File: config.mk
export PLATFORM = sky130hd
export DESIGN_NAME = seg_update_arbiter
export DESIGN_NICKNAME = d
export VERILOG_FILES = /design/src/rtl/seg_ctrl_pkg.sv /design/src/rtl/rr_arbiter2.sv /design/src/rtl/seg_update_arbiter.sv
export SDC_FILE = /design/constraint.sdc
export NUM_CORES = 1
export LEC_CHECK = 0
export CAP_MARGIN = 20
export CORE_MARGIN = 2
export CORE_UTILIZATION = 40
export CTS_BUF_LIST = sky130_fd_sc_hd__clkbuf_8
export DETAILED_ROUTE_END_ITERATION = 12
export PLACE_DENSITY_LB_ADDON = 0.05
export SLEW_MARGIN = 0
export SYNTH_ARGS = -nofsm -noshare
export SYNTH_HDL_FRONTEND = slang
export SYNTH_SLANG_ARGS = --single-unit
File: constraint.sdc
create_clock -name clk -period 3.5 [get_ports clk]
set_input_delay 0.7 -clock clk [delete_from_list [all_inputs] [get_ports clk]]
set_output_delay 0.7 -clock clk [all_outputs]
set_load 0.02 [all_outputs]
File: src/rtl/seg_ctrl_pkg.sv
// seg_ctrl_pkg
//   Shared definitions for the seven-segment update arbiter: FSM state
//   encoding, number of bytes per display update and a byte-select helper.
package seg_ctrl_pkg;

    typedef enum logic [1:0] {
        ST_IDLE  = 2'd0,
        ST_GRANT = 2'd1,
        ST_WRITE = 2'd2,
        ST_GAP   = 2'd3
    } seg_state_e;

    localparam int SEG_NUM_BYTES = 4;

    // Byte k of a 32-bit display value (byte 0 = HEX0/HEX1).
    function automatic logic [7:0] seg_byte(input logic [31:0] value, input logic [1:0] k);
        return value[8*k +: 8];
    endfunction

endpackage

File: src/rtl/rr_arbiter2.sv
// rr_arbiter2
//   Two-way round-robin arbiter with a registered priority pointer.
//   Ports:
//     clk, rst   clock, asynchronous active-high reset
//     req[1:0]   request vector
//     advance    a grant is being consumed this cycle; move the pointer
//     gnt[1:0]   one-hot grant (combinational from req and pointer)
module rr_arbiter2 (
    input  logic       clk,
    input  logic       rst,
    input  logic [1:0] req,
    input  logic       advance,
    output logic [1:0] gnt
);

    // ptr_q = 0: requester 0 has priority under contention.
    logic ptr_q, ptr_d;

    always_comb begin
        gnt = 2'b00;
        if (req[0] && (!req[1] || !ptr_q)) gnt = 2'b01;
        else if (req[1])                   gnt = 2'b10;
    end

    // After a win, priority passes to the other requester.
    always_comb begin
        ptr_d = ptr_q;
        if (advance && (gnt != 2'b00)) ptr_d = gnt[0];
    end

    always_ff @(posedge clk or posedge rst) begin
        if (rst) ptr_q <= 1'b0;
        else     ptr_q <= ptr_d;
    end

endmodule

File: src/rtl/seg_update_arbiter.sv
// seg_update_arbiter
//   Shares the 8-digit seven-segment display between two requesters. A
//   winning 32-bit value is captured into a shadow register, then written as
//   four bytes to ADDRESS..ADDRESS+3 over the shared byte bus. An optional
//   idle gap follows each update.
//   Ports:
//     clk, rst           clock, asynchronous active-high reset
//     req0/data0/ack0    requester 0 handshake (ack is a one-cycle pulse)
//     req1/data1/ack1    requester 1 handshake
//     bus_req, bus_gnt   byte bus ownership request / grant (level)
//     addr, wr, bus_out  byte write address, strobe and data
//     busy               any state other than IDLE
module seg_update_arbiter
    import seg_ctrl_pkg::*;
#(
    parameter int ADDRESS           = 0,
    parameter int BUS_ADDR_DATA_LEN = 16,
    parameter int MIN_GAP           = 0
) (
    input  logic                         clk,
    input  logic                         rst,
    input  logic                         req0,
    input  logic [31:0]                  data0,
    output logic                         ack0,
    input  logic                         req1,
    input  logic [31:0]                  data1,
    output logic                         ack1,
    output logic                         bus_req,
    input  logic                         bus_gnt,
    output logic [BUS_ADDR_DATA_LEN-1:0] addr,
    output logic                         wr,
    output logic [7:0]                   bus_out,
    output logic                         busy
);

    localparam int AW    = BUS_ADDR_DATA_LEN;
    localparam int GAP_W = (MIN_GAP > 0) ? $clog2(MIN_GAP + 1) : 1;
    localparam logic [GAP_W-1:0] GAP_LAST = GAP_W'((MIN_GAP > 0) ? MIN_GAP - 1 : 0);
    localparam logic [1:0]       K_LAST   = 2'(SEG_NUM_BYTES - 1);

    seg_state_e        state_q, state_d;
    logic [31:0]       shadow_q, shadow_d;
    logic [1:0]        k_q, k_d;
    logic              done_q, done_d;      // last byte written; release the bus next cycle
    logic [GAP_W-1:0]  gap_q, gap_d;
    logic              ack0_q, ack0_d, ack1_q, ack1_d;
    logic              bus_req_q, bus_req_d, wr_q, wr_d, busy_q, busy_d;
    logic [AW-1:0]     addr_q, addr_d;
    logic [7:0]        bus_out_q, bus_out_d;
    logic [1:0]        arb_gnt;

    // The pointer only moves on an actual IDLE win.
    rr_arbiter2 u_arb (
        .clk     (clk),
        .rst     (rst),
        .req     ({req1, req0}),
        .advance (state_q == ST_IDLE),
        .gnt     (arb_gnt)
    );

    always_comb begin
        state_d   = state_q;
        shadow_d  = shadow_q;
        k_d       = k_q;
        done_d    = done_q;
        gap_d     = gap_q;
        ack0_d    = 1'b0;
        ack1_d    = 1'b0;
        bus_req_d = bus_req_q;
        wr_d      = 1'b0;
        addr_d    = addr_q;
        bus_out_d = bus_out_q;
        case (state_q)
            ST_IDLE: begin
                bus_req_d = 1'b0;
                if (arb_gnt != 2'b00) begin
                    shadow_d  = arb_gnt[0] ? data0 : data1;
                    ack0_d    = arb_gnt[0];
                    ack1_d    = arb_gnt[1];
                    k_d       = 2'd0;
                    done_d    = 1'b0;
                    bus_req_d = 1'b1;
                    state_d   = ST_GRANT;
                end
            end
            ST_GRANT: begin
                bus_req_d = 1'b1;
                if (bus_gnt) state_d = ST_WRITE;
            end
            ST_WRITE: begin
                if (done_q) begin
                    bus_req_d = 1'b0;
                    done_d    = 1'b0;
                    gap_d     = '0;
                    state_d   = (MIN_GAP > 0) ? ST_GAP : ST_IDLE;
                end else if (bus_gnt) begin
                    // Without grant k holds, so the same byte is re-issued later.
                    wr_d      = 1'b1;
                    addr_d    = AW'(ADDRESS) + AW'(k_q);
                    bus_out_d = seg_byte(shadow_q, k_q);
                    if (k_q == K_LAST) done_d = 1'b1;
                    else               k_d    = k_q + 2'd1;
                end
            end
            ST_GAP: begin
                if (gap_q == GAP_LAST) state_d = ST_IDLE;
                else                   gap_d   = gap_q + 1'b1;
            end
            default: state_d = ST_IDLE;
        endcase
        busy_d = (state_d != ST_IDLE);
    end

    always_ff @(posedge clk or posedge rst) begin
        if (rst) begin
            state_q   <= ST_IDLE;
            shadow_q  <= '0;
            k_q       <= '0;
            done_q    <= 1'b0;
            gap_q     <= '0;
            ack0_q    <= 1'b0;
            ack1_q    <= 1'b0;
            bus_req_q <= 1'b0;
            wr_q      <= 1'b0;
            addr_q    <= '0;
            bus_out_q <= '0;
            busy_q    <= 1'b0;
        end else begin
            state_q   <= state_d;
            shadow_q  <= shadow_d;
            k_q       <= k_d;
            done_q    <= done_d;
            gap_q     <= gap_d;
            ack0_q    <= ack0_d;
            ack1_q    <= ack1_d;
            bus_req_q <= bus_req_d;
            wr_q      <= wr_d;
            addr_q    <= addr_d;
            bus_out_q <= bus_out_d;
            busy_q    <= busy_d;
        end
    end

    assign ack0    = ack0_q;
    assign ack1    = ack1_q;
    assign bus_req = bus_req_q;
    assign wr      = wr_q;
    assign addr    = addr_q;
    assign bus_out = bus_out_q;
    assign busy    = busy_q;

endmodule

Yosys cells after proc, flatten, opt, wreduce, memory -nomap -nowiden
Index checks and enable logic that the tools add are counted.
W data, S select, Z words.
{"block": "totals", "register_bits": 54, "latchBits": 0, "mem_bits_rw": 0, "rom_bits": 0, "in_bits": 69, "out_inout_bits": 29, "wordCells": 73, "n_memories": 0}
{"block": "op_classes", "add_sub_neg": 2, "mul": 0, "div_mod_pow": 0, "magnitude_cmp": 0, "n_eq_ne": 9, "shift": 1, "muxes": 30, "n_bitwise": 1, "reduce_logical": 17}
{"op": "$mux W32", "count": 1}
{"op": "$shiftx A32 B6 Y8", "count": 1}
{"op": "$mux W2", "count": 10}
{"op": "$mux W1", "count": 14}
{"op": "$ne A2 B2 Y1 const B", "count": 5}
{"op": "$pmux W2 S4", "count": 1}
{"op": "$reduce_and A2 Y1", "count": 4}
{"op": "$reduce_bool A2 Y1", "count": 4}
{"op": "$eq A2 B2 Y1 const B", "count": 3}
{"op": "$reduce_and A5 Y1", "count": 1}
{"op": "$pmux W1 S2", "count": 2}
{"op": "$pmux W2 S2", "count": 1}
{"op": "$pmux W1 S3", "count": 1}
{"op": "$reduce_and A3 Y1", "count": 1}
{"op": "$reduce_bool A3 Y1", "count": 1}
{"op": "$add A2 B1 Y2 const B", "count": 1}
{"op": "$eq A2 B1 Y1 const B", "count": 1}
{"op": "$logic_and A1 B1 Y1", "count": 2}
{"op": "$logic_not A1 Y1", "count": 2}
{"op": "$logic_not A2 Y1", "count": 1}
{"op": "$add A1 B1 Y1 const B", "count": 1}
{"op": "$logic_or A1 B1 Y1", "count": 1}
{"op": "$not A1 Y1", "count": 1}

Depth between registers and ports, before layout
Gate-level depths: netlist of the first run.
{"block": "depth", "ltp_word": 8, "mapped_depth": 7, "mapped_depth_nobuf": 5}

Modules after synthesis
A second synthesis of the first run with hierarchy kept.
{"block": "unflattened", "hier_cells": 247, "hier_area_um2": 2737.6}
{"mod": "seg_update_arbiter", "instances": 1, "cells_each": 240, "area_per_inst_um2": 2678.8, "seq_area_each_um2": 1301.2}
{"mod": "rr_arbiter2", "instances": 1, "cells_each": 7, "area_per_inst_um2": 58.8, "seq_area_each_um2": 25.0}

Least setup slack after synthesis of the first run
OpenSTA, ideal clock, no wires.
{"block": "synth_timing", "path_kind": "input port to flip-flop", "from": "input port req1", "to": "register k_q[1]", "setup_time_ns": 0.122, "arrival_time_ns": 1.415, "t_required_ns": 3.378, "setup_slack_ns": 1.963, "path_stages": 2, "path_buffers": 0, "cell_sequence": "or3b_2 -> a32o_1"}
{"block": "synth_via", "elab_chain_cells": 7, "word_cells_on_any_way": 8, "cone_classes": "eq/ne: 1; mux: 2; reduce/logical: 5"}
{"item": "start, declared", "line": "seg_update_arbiter.sv:25", "text": "input logic req1,"}
{"item": "$logic_not A1 Y1", "line": "rr_arbiter2.sv:21", "text": "if (req[0] && (!req[1] || !ptr_q)) gnt = 2'b01;"}
{"item": "$logic_or A1 B1 Y1", "line": "rr_arbiter2.sv:21"}
{"item": "$logic_and A1 B1 Y1", "line": "rr_arbiter2.sv:21"}
{"item": "$mux W2 *", "line": "rr_arbiter2.sv:21"}
{"item": "$reduce_bool A2 Y1 *", "line": "seg_update_arbiter.sv:76", "text": "if (arb_gnt != 2'b00) begin"}
{"item": "$ne A2 B2 Y1 (no source line) *"}
{"item": "$reduce_and A5 Y1 (no source line) *"}
{"item": "end signal, assigned", "line": "seg_update_arbiter.sv:131", "text": "k_q <= k_d;"}
{"item": "end, declared", "line": "seg_update_arbiter.sv:43", "text": "logic [1:0] k_q, k_d;"}
Every way passes the cells marked *; elsewhere a longest branch is shown, timed or not.
A chain may end at the register's enable or synchronous reset.

Worst setup path in the final report of the first run
{"block": "layout_timing", "from": "input port req1", "to": "register shadow_q[29]"}
{"block": "layout_via", "elab_chain_cells": 6, "word_cells_on_any_way": 8, "cone_classes": "mux: 3; reduce/logical: 5"}
{"item": "$logic_not A1 Y1", "line": "rr_arbiter2.sv:21"}
{"item": "$logic_or A1 B1 Y1", "line": "rr_arbiter2.sv:21"}
{"item": "$logic_and A1 B1 Y1", "line": "rr_arbiter2.sv:21"}
{"item": "$mux W2 *", "line": "rr_arbiter2.sv:21"}
{"item": "$reduce_bool A2 Y1", "line": "seg_update_arbiter.sv:76"}
{"item": "$reduce_and A2 Y1 (no source line)"}
{"item": "end signal, assigned", "line": "seg_update_arbiter.sv:130", "text": "shadow_q <= shadow_d;"}
{"item": "end, declared", "line": "seg_update_arbiter.sv:42", "text": "logic [31:0] shadow_q, shadow_d;"}
Marks and branches as above.

==> results of run 1 <==
worst max-delay path, cell delays in order:
cell,delay (ps)
clkdlybuf4s50_1,650
a21bo_2,500
buf_12,260
mux2i_1,260
o21ai_0,100
sequential cells by signal, indices dropped and copies added (netlist names):
signal,cells
addr,2
state_q,2
wr,1
bus_out,8
done_q,1
ack1,1
busy,1
shadow_q,32
k_q,2
ack0,1
u_arb.ptr_q,1
bus_req,1
synth_stat cells:
cell type	n	area share [%]
nor4bb_1	1	0.37
buf_6	5	2.1
conb_1	1	0.14
a32o_1	1	0.37
dfrtp_1	53	49
a31oi_1	1	0.23
nor3_1	1	0.18
clkbuf_1	4	0.55
mux4_2	7	5.8
buf_2	6	1.1
and3_1	1	0.23
o31ai_1	1	0.28
nand2_1	33	4.6
nor4_1	1	0.23
o41ai_1	1	0.32
o21ai_1	3	0.55
o21ai_0	36	6.6
a21o_2	1	0.32
ha_1	5	2.3
nor3b_1	1	0.28
mux2_2	10	4.1
inv_1	5	0.69
nor2b_1	5	1.1
a21bo_2	1	0.37
nor2_1	2	0.28
mux4_1	1	0.97
or3b_2	1	0.32
nand4_1	2	0.46
nand3b_1	1	0.28
mux2i_1	32	12
a21boi_0	1	0.28
a21oi_1	1	0.18
buf_4	14	3.9
logic make-up (layout without fill, tap and decap cells):
| group | Yosys count | after routing | share of synthesized area [%] |
|---|---|---|---|
| other | 1 | 14 | 0.138 |
| adders and majority gates | 5 | 5 | 2.30 |
| DFF | 53 | 53 | 48.8 |
| and+or+nand+nor | 49 | 49 | 8.33 |
| muxes | 50 | 50 | 22.7 |
| AOI/OAI and AO/OA | 47 | 47 | 9.52 |
| buffers and inverters | 34 | 100 | 8.28 |
power groups by stage:
stage | clock network [mW] | logic, mW | registers (mW)
after floorplan | 0 | 0.681 | 1.08
after global placement | 0 | 1.03 | 1.07
after detailed placement | 0 | 1.04 | 1.08
after CTS | 0.388 | 1.04 | 1.07
after global routing | 0.416 | 1.15 | 1.10
final | 0.376 | 1.03 | 1.06
routing by layer:
layer | up-vias | wire length [um] | global-route usage, %
met5 | - | 0 | 0
met1 | 895 | 2670 | 23.0
li1 | 965 | - | -
met4 | 0 | 19 | 2.98
met2 | 59 | 2650 | 25.0
met3 | 2 | 386 | 3.71
cell type report:
| type | instances | area, sq um |
|---|---|---|
| sequential | 53 | 1330 |
| clock inverter | 1 | 5.00 |
| tap | 80 | 100 |
| timing repair buffer | 87 | 873 |
| multi-input combinational | 165 | 1230 |
| inverter | 5 | 18.8 |
| fill | 624 | 3030 |
| clock buffer | 7 | 96.3 |
path summary, 6_finish.rpt:
check | from | end | slack (ps) | cells past startpoint
min in group asynchronous | rst | addr[1] | 890 | 3
max in group asynchronous | rst | shadow_q[0] | 2180 | 3
worst max-delay path | req1 | shadow_q[29] | 1210 | 5
worst max register to register | state_q[0] | k_q[0] | 1570 | 5
worst min-delay path | shadow_q[3] | shadow_q[3] | 480 | 2
worst min register to register | shadow_q[3] | shadow_q[3] | 480 | 2
==> flow_summary_export.csv, run 1 <==
group,metric,value,unit
sta,slew_headroom,51.6,%
detailed_routing,wl,5730,um
layout,final_cell_mix,"83 x clkdlybuf4s50_1, 53 x dfrtp_1, 36 x o21ai_0",
min_path,worstHoldPathType,"reg -> reg",
cts,ctsHoldBuffers,0,
cts,clk_latency,300,ps
yosys,synth.distinct_cells,33,
power,vdd_drop_max,0.000271,V
die,fp.dieW,86.5,um
yosys,synthesis.area,0.00272,sq mm
placement,gp_congestion,0.770,
placement,io_buffers,83,
worst_setup_path,startpoint_type,"primary input",
grt,grt_max_degree,54,
worst_setup_path,critPathKind,"in -> reg",
sta,max_freq,436,MHz
yosys,synthCells,239,
cts,cts_root_buf,"clkbuf_8",
cts,cts_tree,"built",
placement,place_ws,838,ps
cts,clkSinkCount,53,
cts,cts.clk_slew.worst_paths,90,ps
power,p_sw,0.862,mW
grt,antenna_found_initial,0,
cts,cts_resized,0,
worst_setup_path,critPathMaxFanout,22,
cts,cts_buffers,5,
cts,post_cts_buffers,0,
flow_run,drv_cap,0,
detailed_routing,post_drt_wl_per_cell,14.4,um
die,start_util,40.7,%
status,status,"finished, final reports clean",
layout,drive_gt1_share,10.7,%
power,p_seq_share,43.1,%
detailed_routing,viasPerCell,4.83,
detailed_routing,remaining_drc_errors,0,
detailed_routing,drt_iter0_markers,64,
cts,htree_num_levels,2,
power,powerDensity,675,mW/mm^2
power,sw_frac_of_total,35.0,%
layout,final_common_cell,"clkdlybuf4s50_1",
sta,setup-violations-final,0,
grt,grt_pass1_wl,9320,um
detailed_routing,via_count,1921,
sta,tightest_slew,725,ps
detailed_routing,ant_nets,0,
placement,place_area,0.00355,sq mm
yosys,synth.yosys.seq_area_share,48.8,%
layout,fin_area,0.00365,sq mm
power,p_int,1.60,mW
power,report.power.total,2.46,mW
worst_setup_path,critPathArrivalTime,2480,ps
sta,fin_skew,4.84,ps
sta,rsz0062_at_grt,"no",
power,power_frac_clock,15.3,%
power,power_frac_comb,41.6,%
worst_setup_path,worstSetupEndpointType,"register",
layout,diodes,0,
sta,hold_ws,482,ps
placement,dp.final_hpwl,4190,um
die,die_area,0.00748,sq mm
power,leakagePower,1.69,nW
sta,period_share,65.5,%
layout,final_cells,398,
sta,worst_slack,1210,ps
yosys,yosysWarnings,0,
detailed_routing,first_pass_iters,4,
cts,cts_buffer_depth,2,
die,design.core.area,0.00668,sq mm
layout,final_core_utilization,54.6,%
sta,period_needed,2290,ps
die,dieHeight,86.5,um
sta,hold_violations,0,
placement,placedCellCount,390,
yosys,syn_area_per_cell,11.4,sq um
grt,grt_overflow_total,0,
yosys,ys_ff_latch,53,
layout,area_growth,34.1,%
grt,grt_pass1_vias,1888,
sta,fin_tns_setup,0,ps
grt,grt_use_total,16.0,%
die,ios,98,
sta,slew_violations,0,
die,rows,30,
worst_setup_path,critPathRequiredTime,3680,ps
layout,num-nets-final,391,
Note: power is estimated with default switching activity, not from simulation.
==> run 2: changes to the inputs <==
clock period = 2.1 ns   (was 3.5 ns; I/O delays follow)
==> run 2 against run 1 <==
Effect of this change: first-iteration DRC count up 42%; non-clock buffer count grew 6; die area unchanged; sequential cell count unchanged; global-route usage rose by 0.31 points; power rose by 69%; sequential share of layout area down 0.88 points; critical path depth did not move; final cell count rose by 1.5%; clock-buffer cell count decreased by 2; via count rose by 1.4%; register-to-register slack lost 1100 ps; critical endpoint is now shadow_q[20]; largest cell class unchanged.
==> flow_summary_export.csv, run 2 (same netlist as run 1, synthesis figures left out) <==
group,metric,value,unit
cts,cts_buffers,5,
placement,place_area,0.00365,sq mm
worst_setup_path,critPathMaxFanout,22,
worst_setup_path,slowest_stage,"clkdlybuf4s50_1",
worst_setup_path,startpoint_type,"primary input",
sta,hold_violations,0,
cts,clk_latency,300,ps
die,fp.dieW,86.5,um
power,vdd_drop_max,0.000527,V
cts,cts_resized,0,
cts,post_cts_buffers,0,
layout,area_growth,37.4,%
cts,ctsHoldBuffers,0,
cts,cts_tree,"built",
placement,io_buffers,83,
placement,dp.final_hpwl,4330,um
cts,cts.clk_slew.worst_paths,90,ps
layout,num-nets-final,397,
grt,grt_max_degree,54,
cts,cts_root_buf,"clkbuf_8",
layout,drive_gt1_share,11.7,%
layout,fill_cells,603,
grt,grt_pass1_vias,1856,
die,design.core.area,0.00668,sq mm
worst_setup_path,critPathRequiredTime,2280,ps
sta,setup-violations-final,0,
cts,htree_num_levels,2,
placement,placedCellCount,396,
sta,max_freq,577,MHz
detailed_routing,ant_nets,0,
flow_run,drv_cap,0,
die,die_area,0.00748,sq mm
min_path,worstHoldPathType,"in -> async",
grt,grt_use_total,16.3,%
sta,period_share,82.6,%
cts,cts_buffer_depth,2,
worst_setup_path,cpPeakStageDelay,650,ps
power,powerDensity,1110,mW/mm^2
layout,final_cell_mix,"83 x clkdlybuf4s50_1, 53 x dfrtp_1, 36 x o21ai_0",
detailed_routing,first_pass_iters,4,
worst_setup_path,crit_family,"buffers and inverters",
grt,antenna_found_initial,0,
detailed_routing,post_drt_wl_per_cell,14.4,um
detailed_routing,wl,5810,um
grt,grt_pass1_wl,9260,um
die,start_util,40.7,%
die,rows,30,
cts,clkSinkCount,53,
die,dieHeight,86.5,um
detailed_routing,viasPerCell,4.82,
sta,fin_tns_setup,0,ps
die,ios,98,
layout,final_common_cell,"clkdlybuf4s50_1",
sta,slew_violations,0,
detailed_routing,via_count,1947,
layout,largest_register_ffs,32,
detailed_routing,remaining_drc_errors,0,
sta,hold_ws,475,ps
layout,diodes,0,
sta,rsz0062_at_grt,"no",
layout,fin_area,0.00374,sq mm
worst_setup_path,critPathKind,"in -> reg",
placement,gp_congestion,0.792,
sta,period_needed,1730,ps
worst_setup_path,worstSetupEndpointType,"register",
power,leakagePower,1.73,nW
sta,fin_skew,8.82,ps
grt,grt_overflow_total,0,
layout,top_register,"shadow_q",
worst_setup_path,crit_chain,"clkdlybuf4s50_1, a21bo_2, buf_12, mux2i_1, o21ai_0",
status,status,"finished, final reports clean",
worst_setup_path,critPathArrivalTime,1910,ps
detailed_routing,drt_iter0_markers,91,
worst_setup_path,critical_path_buf_inv_count,2,
layout,final_cells,404,
==> run 2: area by class of cell <==
type | instances | area [sq um] | share of cell area [%]
clock buffer | 5 | 68.8 | 1.84
inverter | 5 | 18.8 | 0.502
timing repair buffer | 93 | 981 | 26.2
sequential | 53 | 1330 | 35.5
multi-input combinational | 165 | 1230 | 32.9
clock inverter | 3 | 15.0 | 0.402
tap | 80 | 100 | 2.68
==> run 2: worst paths after layout <==
path | from | slack [ps] | depth (start not counted) | to
setup / recovery | req1 | 370 | 5 | shadow_q[20]
hold / removal | rst | 480 | 3 | addr[1]
setup reg to reg | state_q[0] | 460 | 5 | k_q[0]
hold reg to reg | shadow_q[22] | 480 | 2 | shadow_q[22]
max in group asynchronous | rst | 1370 | 3 | bus_out[0]
min in group clk | shadow_q[22] | 480 | 2 | shadow_q[22]
==> run 2: power by group <==
group / internal (mW) / leakage [nW] / switching, mW / total, mW
clock: 0.227 / 0.0467 / 0.319 / 0.546
combinational: 1.01 / 1.02 / 0.879 / 1.89
sequential: 1.47 / 0.663 / 0.261 / 1.73
total: 2.71 / 1.73 / 1.46 / 4.17
==> run 2: tightest hold or removal path, stage by stage <==
cell,delay (ps)
clkdlybuf4s50_1,410
inv_2,70
buf_12,260
==> run 2: per-layer routing <==
layer,routed length (um),share of wire (%),global-route usage (%),up-vias
met5,0,0,0,-
met4,31,0.53,3.84,0
met1,2820,48,23.4,902
met2,2620,45,25.0,62
li1,-,-,-,981
met3,347,6.0,4.10,2
==> run 2: metrics by stage <==
step | util (%) | setup slack (ps) | total power, mW
5_1_grt | 56.0 | 346 | 4.51
6_report | 56.0 | 366 | 4.17
3_3_place_gp | 54.7 | 104 | 3.64
4_1_cts | 56.0 | 362 | 4.23
2_1_floorplan | - | 394 | 2.94
3_5_place_dp | 54.7 | 65.6 | 3.67
==> run 3: changes to the inputs <==
clock period = 1.4 ns   (was 2.1 ns; I/O delays follow)
==> run 3 against run 2 <==
Effect of this change: final cell count up 5.0%; combinational power up 100%; die area unchanged; via count up 7.6%; cell area rose by 12%; clock skew rose by 4.2 ps; sequential cell count did not move; clock-buffer cell count rose by 1; first-iteration DRC count down 22%; critical path depth decreased by 2; the run now ends with negative setup slack left; global-route usage is 0.50 points higher.
==> flow_summary_export.csv, run 3 (same netlist as run 1, synthesis figures left out) <==
group,metric,value,unit
grt,antenna_found_initial,0,
placement,dp.final_hpwl,4440,um
worst_setup_path,critPathRequiredTime,1590,ps
status,status,"finished, violations left",
flow_run,drv_cap,0,
placement,gp_congestion,0.782,
cts,cts.clk_slew.worst_paths,90,ps
worst_setup_path,startpoint_type,"register",
layout,fill_cells,560,
cts,cts_root_buf,"clkbuf_8",
die,design.core.area,0.00668,sq mm
die,start_util,40.7,%
worst_setup_path,critical_path_buf_inv_count,1,
worst_setup_path,critPathArrivalTime,1630,ps
cts,clk_latency,310,ps
layout,largest_register_ffs,32,
power,report.power.total,7.52,mW
min_path,hold_start,"req1",
detailed_routing,viasPerCell,4.94,
cts,cts_buffer_depth,2,
worst_setup_path,crit_chain,"buf_6, mux4_2, mux2_2",
detailed_routing,drt_iter0_markers,71,
die,fp.dieW,86.5,um
sta,setup-violations-final,12,
detailed_routing,via_count,2094,
detailed_routing,remaining_drc_errors,0,
sta,period_needed,1430,ps
die,ios,98,
min_path,min_to,"u_arb.ptr_q",
die,rows,30,
sta,worst_slack,-31.0,ps
grt,grt_pass1_wl,9620,um
cts,clkSinkCount,53,
worst_setup_path,worstSetupEndpointType,"register",
sta,slew_violations,0,
layout,top_register,"shadow_q",
detailed_routing,first_pass_iters,4,
power,vdd_drop_max,0.000986,V
layout,area_growth,54.5,%
status,violations,"negative setup slack",
detailed_routing,post_drt_wl_per_cell,15.8,um
grt,grt_max_degree,54,
power,powerDensity,1790,mW/mm^2
worst_setup_path,critPathKind,"reg -> reg",
layout,drive_gt1_share,25.9,%
grt,grt_use_total,16.8,%
worst_setup_path,regToRegSetupSlack,-30,ps
detailed_routing,ant_nets,0,
cts,cts_tree,"built",
min_path,worstHoldPathType,"in -> reg",
detailed_routing,wl,6690,um
worst_setup_path,rr_startpoint,"k_q[0]",
layout,final_cell_mix,"67 x clkdlybuf4s50_1, 52 x dfrtp_1, 32 x mux2i_1",
worst_setup_path,reg2reg_depth,3,
cts,ctsHoldBuffers,0,
worst_setup_path,slowest_stage,"mux4_2",
cts,cts_buffers,5,
sta,period_share,102,%
sta,max_freq,699,MHz
die,die_area,0.00748,sq mm
layout,num-nets-final,417,
grt,grt_overflow_total,0,
min_path,hold_depth,3,
sta,fin_skew,13.0,ps
placement,io_buffers,83,
sta,rsz0062_at_grt,"yes",
worst_setup_path,r2r_end,"bus_out[0]",
power,leakagePower,2.00,nW
worst_setup_path,critPathMaxFanout,6,
sta,hold_ws,363,ps
cts,htree_num_levels,2,
sta,hold_violations,0,
layout,final_common_cell,"clkdlybuf4s50_1",
layout,diodes,0,
die,dieHeight,86.5,um
worst_setup_path,crit_family,"multiplexers",
grt,grt_pass1_vias,1932,
worst_setup_path,cpPeakStageDelay,480,ps
-- run 3: how the worst max path moves through the flow --
| stage | slack [ps] | start | to | depth (start not counted) |
|---|---|---|---|---|
| global placement | -240 | req1 | k_q[1] | 4 |
| floorplan | -7 | state_q[0] | k_q[0] | 5 |
| finish | -30 | k_q[0] | bus_out[0] | 3 |
| CTS | -90 | k_q[0] | bus_out[1] | 3 |
| global route | -100 | k_q[0] | bus_out[1] | 3 |
| detailed placement | -240 | req1 | k_q[1] | 4 |
-- run 3: metal layers --
layer  wire length (um)  GRT usage (%)
met5                  0              0
met4                 74           5.54
met3                338           3.52
met2               3100           24.6
met1               3180           24.9
-- run 3: layout make-up --
type,count,area (sq um),share of cell area [%]
Inverter,5,22.5,0.536
Clock buffer,6,82.6,1.96
Clock inverter,2,33.8,0.804
Multi-Input combinational cell,165,1380,32.7
Timing Repair Buffer,113,1260,30.0
Tap cell,80,100,2.38
Sequential cell,53,1330,31.6
-- run 3: worst reg2reg max path: stages (launching register included) --
cell and delay [ps]:
dfrtp_2 420, buf_6 150, mux4_2 490, mux2_2 270
-- run 3: report_power, final --
part	internal (mW)	switching [mW]	total [mW]
logic	2.15	1.67	3.82
registers	2.21	0.421	2.63
clock network	0.576	0.493	1.07
total	4.93	2.59	7.52
-- run 3: what timing repair did --
action	CTS	global route
gates cloned	0	6
setup buffers	1	1
setup endpoints to repair	27	28
pin swaps	2	10
gates resized for setup	22	63
endpoints found under the hold margin	0	0
-- run 3: stage by stage --
step | cells | worst slack (ps) | setup TNS (ps) | utilization, % | area (sq um)
floorplan | 252 | -6.81 | -8.07 | - | 2790
global placement | 408 | -236 | -7560 | 56.5 | 3770
detailed placement | 408 | -244 | -8230 | 56.5 | 3770
CTS | 417 | -93.0 | -677 | 58.4 | 3910
global route | 424 | -104 | -2240 | 62.9 | 4200
finish | 424 | -31.0 | -221 | 62.9 | 4200
